$ cat src/rtl/alu_pkg.sv
// Shared definitions for the ALU command driver.
// Holds the select/tag widths and the driver FSM state encoding.
package alu_pkg;

    localparam int ALU_SEL_W = 4;
    localparam int ALU_TAG_W = 4;

    typedef enum logic [1:0] {
        IDLE = 2'd0,
        WAIT = 2'd1,
        RESP = 2'd2
    } alu_drv_state_t;

endpackage

$ cat src/rtl/alu_op_driver.sv
// Command-side front end for the registered N-bit ALU: accepts tagged ops,
// drives the ALU operands/select, waits out the ALU latency and returns the
// 2N-bit result with its tag on a valid/ready response port.
//
// Ports:
//   clk, reset              clock (rising edge), async active-high reset
//   cmd_valid/cmd_ready     command handshake; cmd_op/cmd_a/cmd_b/cmd_tag
//   alu_operand1/2, alu_select  registered ALU inputs, stable between accepts
//   alu_result              ALU registered 2N-bit result
//   rsp_valid/rsp_ready     response handshake; rsp_result/rsp_tag
//   busy                    high whenever an op is in flight or unreturned
//   op_count                saturating count of completed responses
module alu_op_driver
    import alu_pkg::*;
#(
    parameter int N       = 4,
    parameter int LATENCY = 1,
    parameter int CNT_W   = 16
) (
    input  logic                 clk,
    input  logic                 reset,
    input  logic                 cmd_valid,
    output logic                 cmd_ready,
    input  logic [ALU_SEL_W-1:0] cmd_op,
    input  logic [N-1:0]         cmd_a,
    input  logic [N-1:0]         cmd_b,
    input  logic [ALU_TAG_W-1:0] cmd_tag,
    output logic [N-1:0]         alu_operand1,
    output logic [N-1:0]         alu_operand2,
    output logic [ALU_SEL_W-1:0] alu_select,
    input  logic [2*N-1:0]       alu_result,
    output logic                 rsp_valid,
    input  logic                 rsp_ready,
    output logic [2*N-1:0]       rsp_result,
    output logic [ALU_TAG_W-1:0] rsp_tag,
    output logic                 busy,
    output logic [CNT_W-1:0]     op_count
);

    // LATENCY is at most 4, so three bits always hold the countdown.
    localparam int LAT_W = 3;

    alu_drv_state_t       state_q;
    logic [LAT_W-1:0]     cnt_q;
    logic [LAT_W-1:0]     cnt_d;
    logic [N-1:0]         op1_q;
    logic [N-1:0]         op2_q;
    logic [ALU_SEL_W-1:0] sel_q;
    logic [ALU_TAG_W-1:0] tag_q;
    logic [2*N-1:0]       res_q;
    logic [ALU_TAG_W-1:0] rtag_q;
    logic                 rsp_valid_q;
    logic                 busy_q;
    logic [CNT_W-1:0]     op_count_q;
    logic [CNT_W-1:0]     op_count_d;
    logic                 accept;

    // A new command may slip in on the same edge the response retires.
    assign cmd_ready = (state_q == IDLE)
                     | ((state_q == RESP) & rsp_ready);
    assign accept    = cmd_valid & cmd_ready;

    assign cnt_d      = cnt_q - LAT_W'(1);
    assign op_count_d = (op_count_q == {CNT_W{1'b1}})
                      ? op_count_q
                      : op_count_q + CNT_W'(1);

    always_ff @(posedge clk or posedge reset) begin
        if (reset) begin
            state_q     <= IDLE;
            cnt_q       <= '0;
            op1_q       <= '0;
            op2_q       <= '0;
            sel_q       <= '0;
            tag_q       <= '0;
            res_q       <= '0;
            rtag_q      <= '0;
            rsp_valid_q <= 1'b0;
            busy_q      <= 1'b0;
            op_count_q  <= '0;
        end else begin
            unique case (state_q)
                IDLE: begin
                end
                WAIT: begin
                    if (cnt_q != '0) begin
                        cnt_q <= cnt_d;
                    end else begin
                        res_q       <= alu_result;
                        rtag_q      <= tag_q;
                        rsp_valid_q <= 1'b1;
                        state_q     <= RESP;
                    end
                end
                RESP: begin
                    if (rsp_ready) begin
                        op_count_q  <= op_count_d;
                        rsp_valid_q <= 1'b0;
                        busy_q      <= 1'b0;
                        state_q     <= IDLE;
                    end
                end
                default: begin
                    state_q <= IDLE;
                end
            endcase

            // Accept overrides the retire path above so a back-to-back
            // command goes straight to WAIT.
            if (accept) begin
                op1_q   <= cmd_a;
                op2_q   <= cmd_b;
                sel_q   <= cmd_op;
                tag_q   <= cmd_tag;
                cnt_q   <= LAT_W'(LATENCY);
                busy_q  <= 1'b1;
                state_q <= WAIT;
            end
        end
    end

    assign alu_operand1 = op1_q;
    assign alu_operand2 = op2_q;
    assign alu_select   = sel_q;
    assign rsp_valid    = rsp_valid_q;
    assign rsp_result   = res_q;
    assign rsp_tag      = rtag_q;
    assign busy         = busy_q;
    assign op_count     = op_count_q;

endmodule
$ cat config.mk
export PLATFORM = sky130hd
export DESIGN_NAME = alu_op_driver
export DESIGN_NICKNAME = d
export VERILOG_FILES = /design/src/rtl/alu_pkg.sv /design/src/rtl/alu_op_driver.sv
export SDC_FILE = /design/constraint.sdc
export NUM_CORES = 1
export LEC_CHECK = 0
export ABC_AREA = 1
export BUFFER_PORTS_ARGS = -buffer_cell sky130_fd_sc_hd__buf_4
export CORE_MARGIN = 5
export CORE_UTILIZATION = 35
export CTS_CLUSTER_DIAMETER = 120
export DETAILED_ROUTE_END_ITERATION = 8
export SLEW_MARGIN = 20
export SYNTH_ARGS = -nofsm -noshare
export SYNTH_HDL_FRONTEND = slang
export SYNTH_SLANG_ARGS = --single-unit
$ cat constraint.sdc
create_clock -name clk -period 3.9 [get_ports clk]
set_input_delay 0.78 -clock clk [delete_from_list [all_inputs] [get_ports clk]]
set_output_delay 0.78 -clock clk [all_outputs]
set_load 0.01 [all_outputs]
* Word-level counts from Yosys, hierarchy flattened
Cells that the tools add are included.
Word-level totals: logic and storage cells 51, flip-flop bits (word level) 51, bits of input ports 28
Operators by class: multiplexer cells 12, eq/ne operators 8, bitwise operators 5, add/sub/neg operators 2, reduce and logical (&&, ||, !) cells 13
Operators by type and width (count):
- adder 16 x 1 -> 16 bit, second input constant | 1
- == test 16 bit, second input constant | 1
- nonzero test 2 bit | 5
- two-way mux 3 bit | 3
- AND reduction 3 bit | 3
- two-way mux 2 bit | 3
- inequality test 2 bit, second input constant | 3
- inequality test 3 bit, second input constant | 2
- one-hot mux 2 bit (3 select lines) | 1
- AND reduction 2 bit | 3
- two-way mux 1 bit | 4
- nonzero test 3 bit | 1
- subtractor 3 x 1 -> 3 bit, second input constant | 1
- bitwise AND 1 bit | 2
- == test 2 x 1 -> 1 bit, second input constant | 1
- == test 2 bit, second input constant | 1
- zero test 2 bit | 1
- NOT 1 bit | 2
- one-hot mux 1 bit (2 select lines) | 1
- OR 1 bit | 1

* Logic depth before layout (Yosys ltp)
depth after elaboration 6, gate-level depth with buffers 9, mapped depth without buffers 8

* Worst setup path before layout
Ideal clock, no wire load.
path type input -> output, from in rsp_ready, to out cmd_ready, path buffers 0, arrival time 1.012 ns, stages 2, slack 2.108 ns, path through inv_1 a21oi_2
On the way: longest elaborated chain between the ends 2
Ends and longest elaborated chain:
- start: declaration | RTL line alu_op_driver.sv:33 | input logic rsp_ready,
- bitwise AND 1 bit | RTL line alu_op_driver.sv:60 | | ((state_q == RESP) & rsp_ready);
- OR 1 bit | RTL line alu_op_driver.sv:60
- end: declaration | RTL line alu_op_driver.sv:23 | output logic cmd_ready,
No other way between the ends.

* Worst setup path after layout
Same ends and word-level chain as after synthesis.

==> results.sh <==
export IMPL_hold_viol_final=0
export IMPL_intPower_w=0.00146
export IMPL_switchingPower_w=0.000922
export IMPL_crit_fanout=2
export IMPL_initial_core_util=0.363
export IMPL_combPwrFrac=0.420
export IMPL_synth_avg_cell_area_um2=8.11
export IMPL_overflow=0
export IMPL_setup_tns_ps=0
export IMPL_tritoncts="done"
export IMPL_worstSkewPairLatency_ps=310
export IMPL_antenna_found_initial=0
export IMPL_slew_headroom=0.568
export IMPL_whs_ps=485
export IMPL_finClkSkew_ps=7.39
export IMPL_hp_class="reg2reg"
export IMPL_grt_pass1_vias=2155
export IMPL_detail_route_first_pass_iterations=4
export IMPL_power_share_clock=0.183
export IMPL_cts_buffer_depth=2
export IMPL_io_pins=71
export IMPL_place_gp_congestion=0.823
export IMPL_preCtsSetupSlack_ps=1650
export IMPL_worstMarginPinSlew_ps=646
export IMPL_status="finished clean"
export IMPL_vias=2114
export IMPL_ant_nets=0
export IMPL_syn_area_um2=2480
export IMPL_ctsResizeCount=0
export IMPL_die_h_um=94.2
export IMPL_required_ps=3120
export IMPL_yosysWarnings=0
export IMPL_yosys_area_share_simple=0.348
export IMPL_hold_path_end="rsp_result[5]"
export IMPL_start_kind="primary input"
export IMPL_post_cts_buffers=0
export IMPL_die_x_um=94.2
export IMPL_crit_type="in2out"
export IMPL_synthAdderAreaFrac=0.0151
export IMPL_grt_max_degree=52
export IMPL_reg2reg_from="state_q[1]"
export IMPL_num_rows=30
export IMPL_drt_iter0_drc=99
export IMPL_syn2layout_area_growth_pct=29.9
export IMPL_synthXorXnorAreaFrac=0.0177
export IMPL_cts_hold_buf=0
export IMPL_wire_per_inst_um=12.0
export IMPL_cts_sinks=51
export IMPL_powerDensity_nw_per_um2=738
export IMPL_hp_start="rsp_result[5]"
export IMPL_r2r_slack_ps=1990
export IMPL_end_kind="output pin"
export IMPL_rsz0062_at_grt="no"
export IMPL_ys_seq_area_frac=0.514
export IMPL_synth_top_family_by_area="simple AND/OR/NAND/NOR gates"
export IMPL_power_frac_seq=0.397
export IMPL_wl_um=5690
export IMPL_muxShareOfSynthArea=0
export IMPL_io_buffers=70
export IMPL_clockRootBuffer="clkbuf_8"
export IMPL_reg2reg_to="rsp_valid"
export IMPL_cap_violations=0
export IMPL_setup_viol=0
export IMPL_synth_fp_nets=337
export IMPL_cts_made_buffers=5
export IMPL_slew_viol_final=0
export IMPL_fin_crit_ps=2000
export IMPL_core_um2=6830
export IMPL_crit_arrival_ps=1220
export IMPL_dp_hpwl_um=4130
export IMPL_viasPerCell=4.47
export IMPL_grt_use_total=0.136
export IMPL_path_clk_slew_ps=100
export IMPL_final_setup_worst_slack_ps=1900
export IMPL_hold_path_depth=2
export IMPL_dieArea_um2=8870
export IMPL_htreeDepth=2
export IMPL_post_route_period_util=0.512
export IMPL_switching_share=0.387
export IMPL_fmax_mhz=500
export IMPL_ir_drop_uv=295
export IMPL_antenna_cells=0
export IMPL_ys_types=23
export IMPL_drc=0
export IMPL_synth_compound_area_frac=0.0519
export IMPL_fin_nets=407
export IMPL_layout_drive_gt1_share=0.289
export IMPL_reg2reg_depth=4
export IMPL_syn_inst=306
export IMPL_synth_seq_cells=51
export IMPL_p_leak_nw=1.67
export IMPL_grt_pass1_wl_um=9780
[logic make-up after synthesis]
| family | Yosys count |
|---|---|
| flip-flops | 51 |
| XOR/XNOR | 5 |
| AO/OA/AOI/OAI | 16 |
| adder cells (fa/ha/maj) | 3 |
| AND/OR/NAND/NOR | 202 |
| buffers and inverters | 29 |
[Yosys cell counts (all sizes together)]
library cell  number  area (um2)
nand4              5        31.3
inv               22        82.6
o22ai              1        6.26
xor2               3        26.3
ha                 3        37.5
buf                5        40.0
nor2              22         118
xnor2              2        17.5
o21bai             1        18.8
nand3             21         105
clkbuf             2        7.51
o21ai             13        95.1
a21oi              1        8.76
dfrtp             51        1280
nand2            154         611
[final cells by class]
cell class / instances / area (um2)
Tap cell: 96 / 120
Clock buffer: 5 / 68.8
Timing Repair Buffer: 70 / 526
Inverter: 22 / 85.1
Clock inverter: 3 / 67.6
Sequential cell: 51 / 1280
Fill cell: 715 / 3610
Multi-Input combinational cell: 226 / 1080
[layout by cell type (no fill, tap or decap), types with 8 or more instances in the layout]
master | Yosys | routed
nand2_2 | 10 | 10
buf_4 | 1 | 70
inv_1 | 19 | 18
nor2_1 | 16 | 16
o21ai_2 | 8 | 8
nand2_1 | 143 | 143
nand3_1 | 21 | 21
dfrtp_1 | 51 | 51
[power by group through the flow]
stage	combinational [W]	clock (W)	sequential, W
floorplan	0.000525	0	0.00101
global placement	0.00100	0	0.000954
detailed placement	0.00103	0	0.000953
CTS	0.00102	0.000453	0.000947
global route	0.00113	0.000474	0.000984
finish	0.000999	0.000435	0.000945
[per-layer routing]
| metal | routed length [um] | GRT usage |
|---|---|---|
| met3 | 397 | 0.0465 |
| met4 | 55 | 0.0397 |
| met2 | 2760 | 0.232 |
| met5 | 0 | 0 |
| met1 | 2480 | 0.162 |
[registers in the layout, indices dropped and copies added, names as in the netlist]
signal and count:
busy 1, tag_q 4, state_q 2, cnt_q 3, rsp_tag 4, alu_select 4, alu_operand2 4, rsp_result 8
rsp_valid 1, alu_operand1 4, op_count 16
[critical path, stage by stage]
cell,delay [ps]
buf_4,90
inv_1,50
a21oi_2,160
buf_4,140
[worst max-delay path by stage]
stage	from	end	slack, ps	depth (start not counted)
6_report	rsp_ready	cmd_ready	1900	4
5_1_grt	state_q[0]	rsp_result[1]	1740	6
4_1_cts	op_count[0]	op_count[11]	1640	8
3_5_place_dp	op_count[0]	op_count[11]	1650	8
3_3_place_gp	op_count[0]	op_count[11]	1720	8
2_1_floorplan	reset	alu_operand1[0]	1890	1
[metrics by stage]
stage          instance area (um2)  instances  utilization  power, W
2_1_floorplan                 2480        306            -   0.00153
3_3_place_gp                  3080        465        0.451   0.00196
3_5_place_dp                  3080        465        0.451   0.00198
4_1_cts                       3220        473        0.471   0.00242
5_1_grt                       3220        473        0.472   0.00259
6_report                      3220        473        0.472   0.00238
Power figures use the tool's default switching activity.
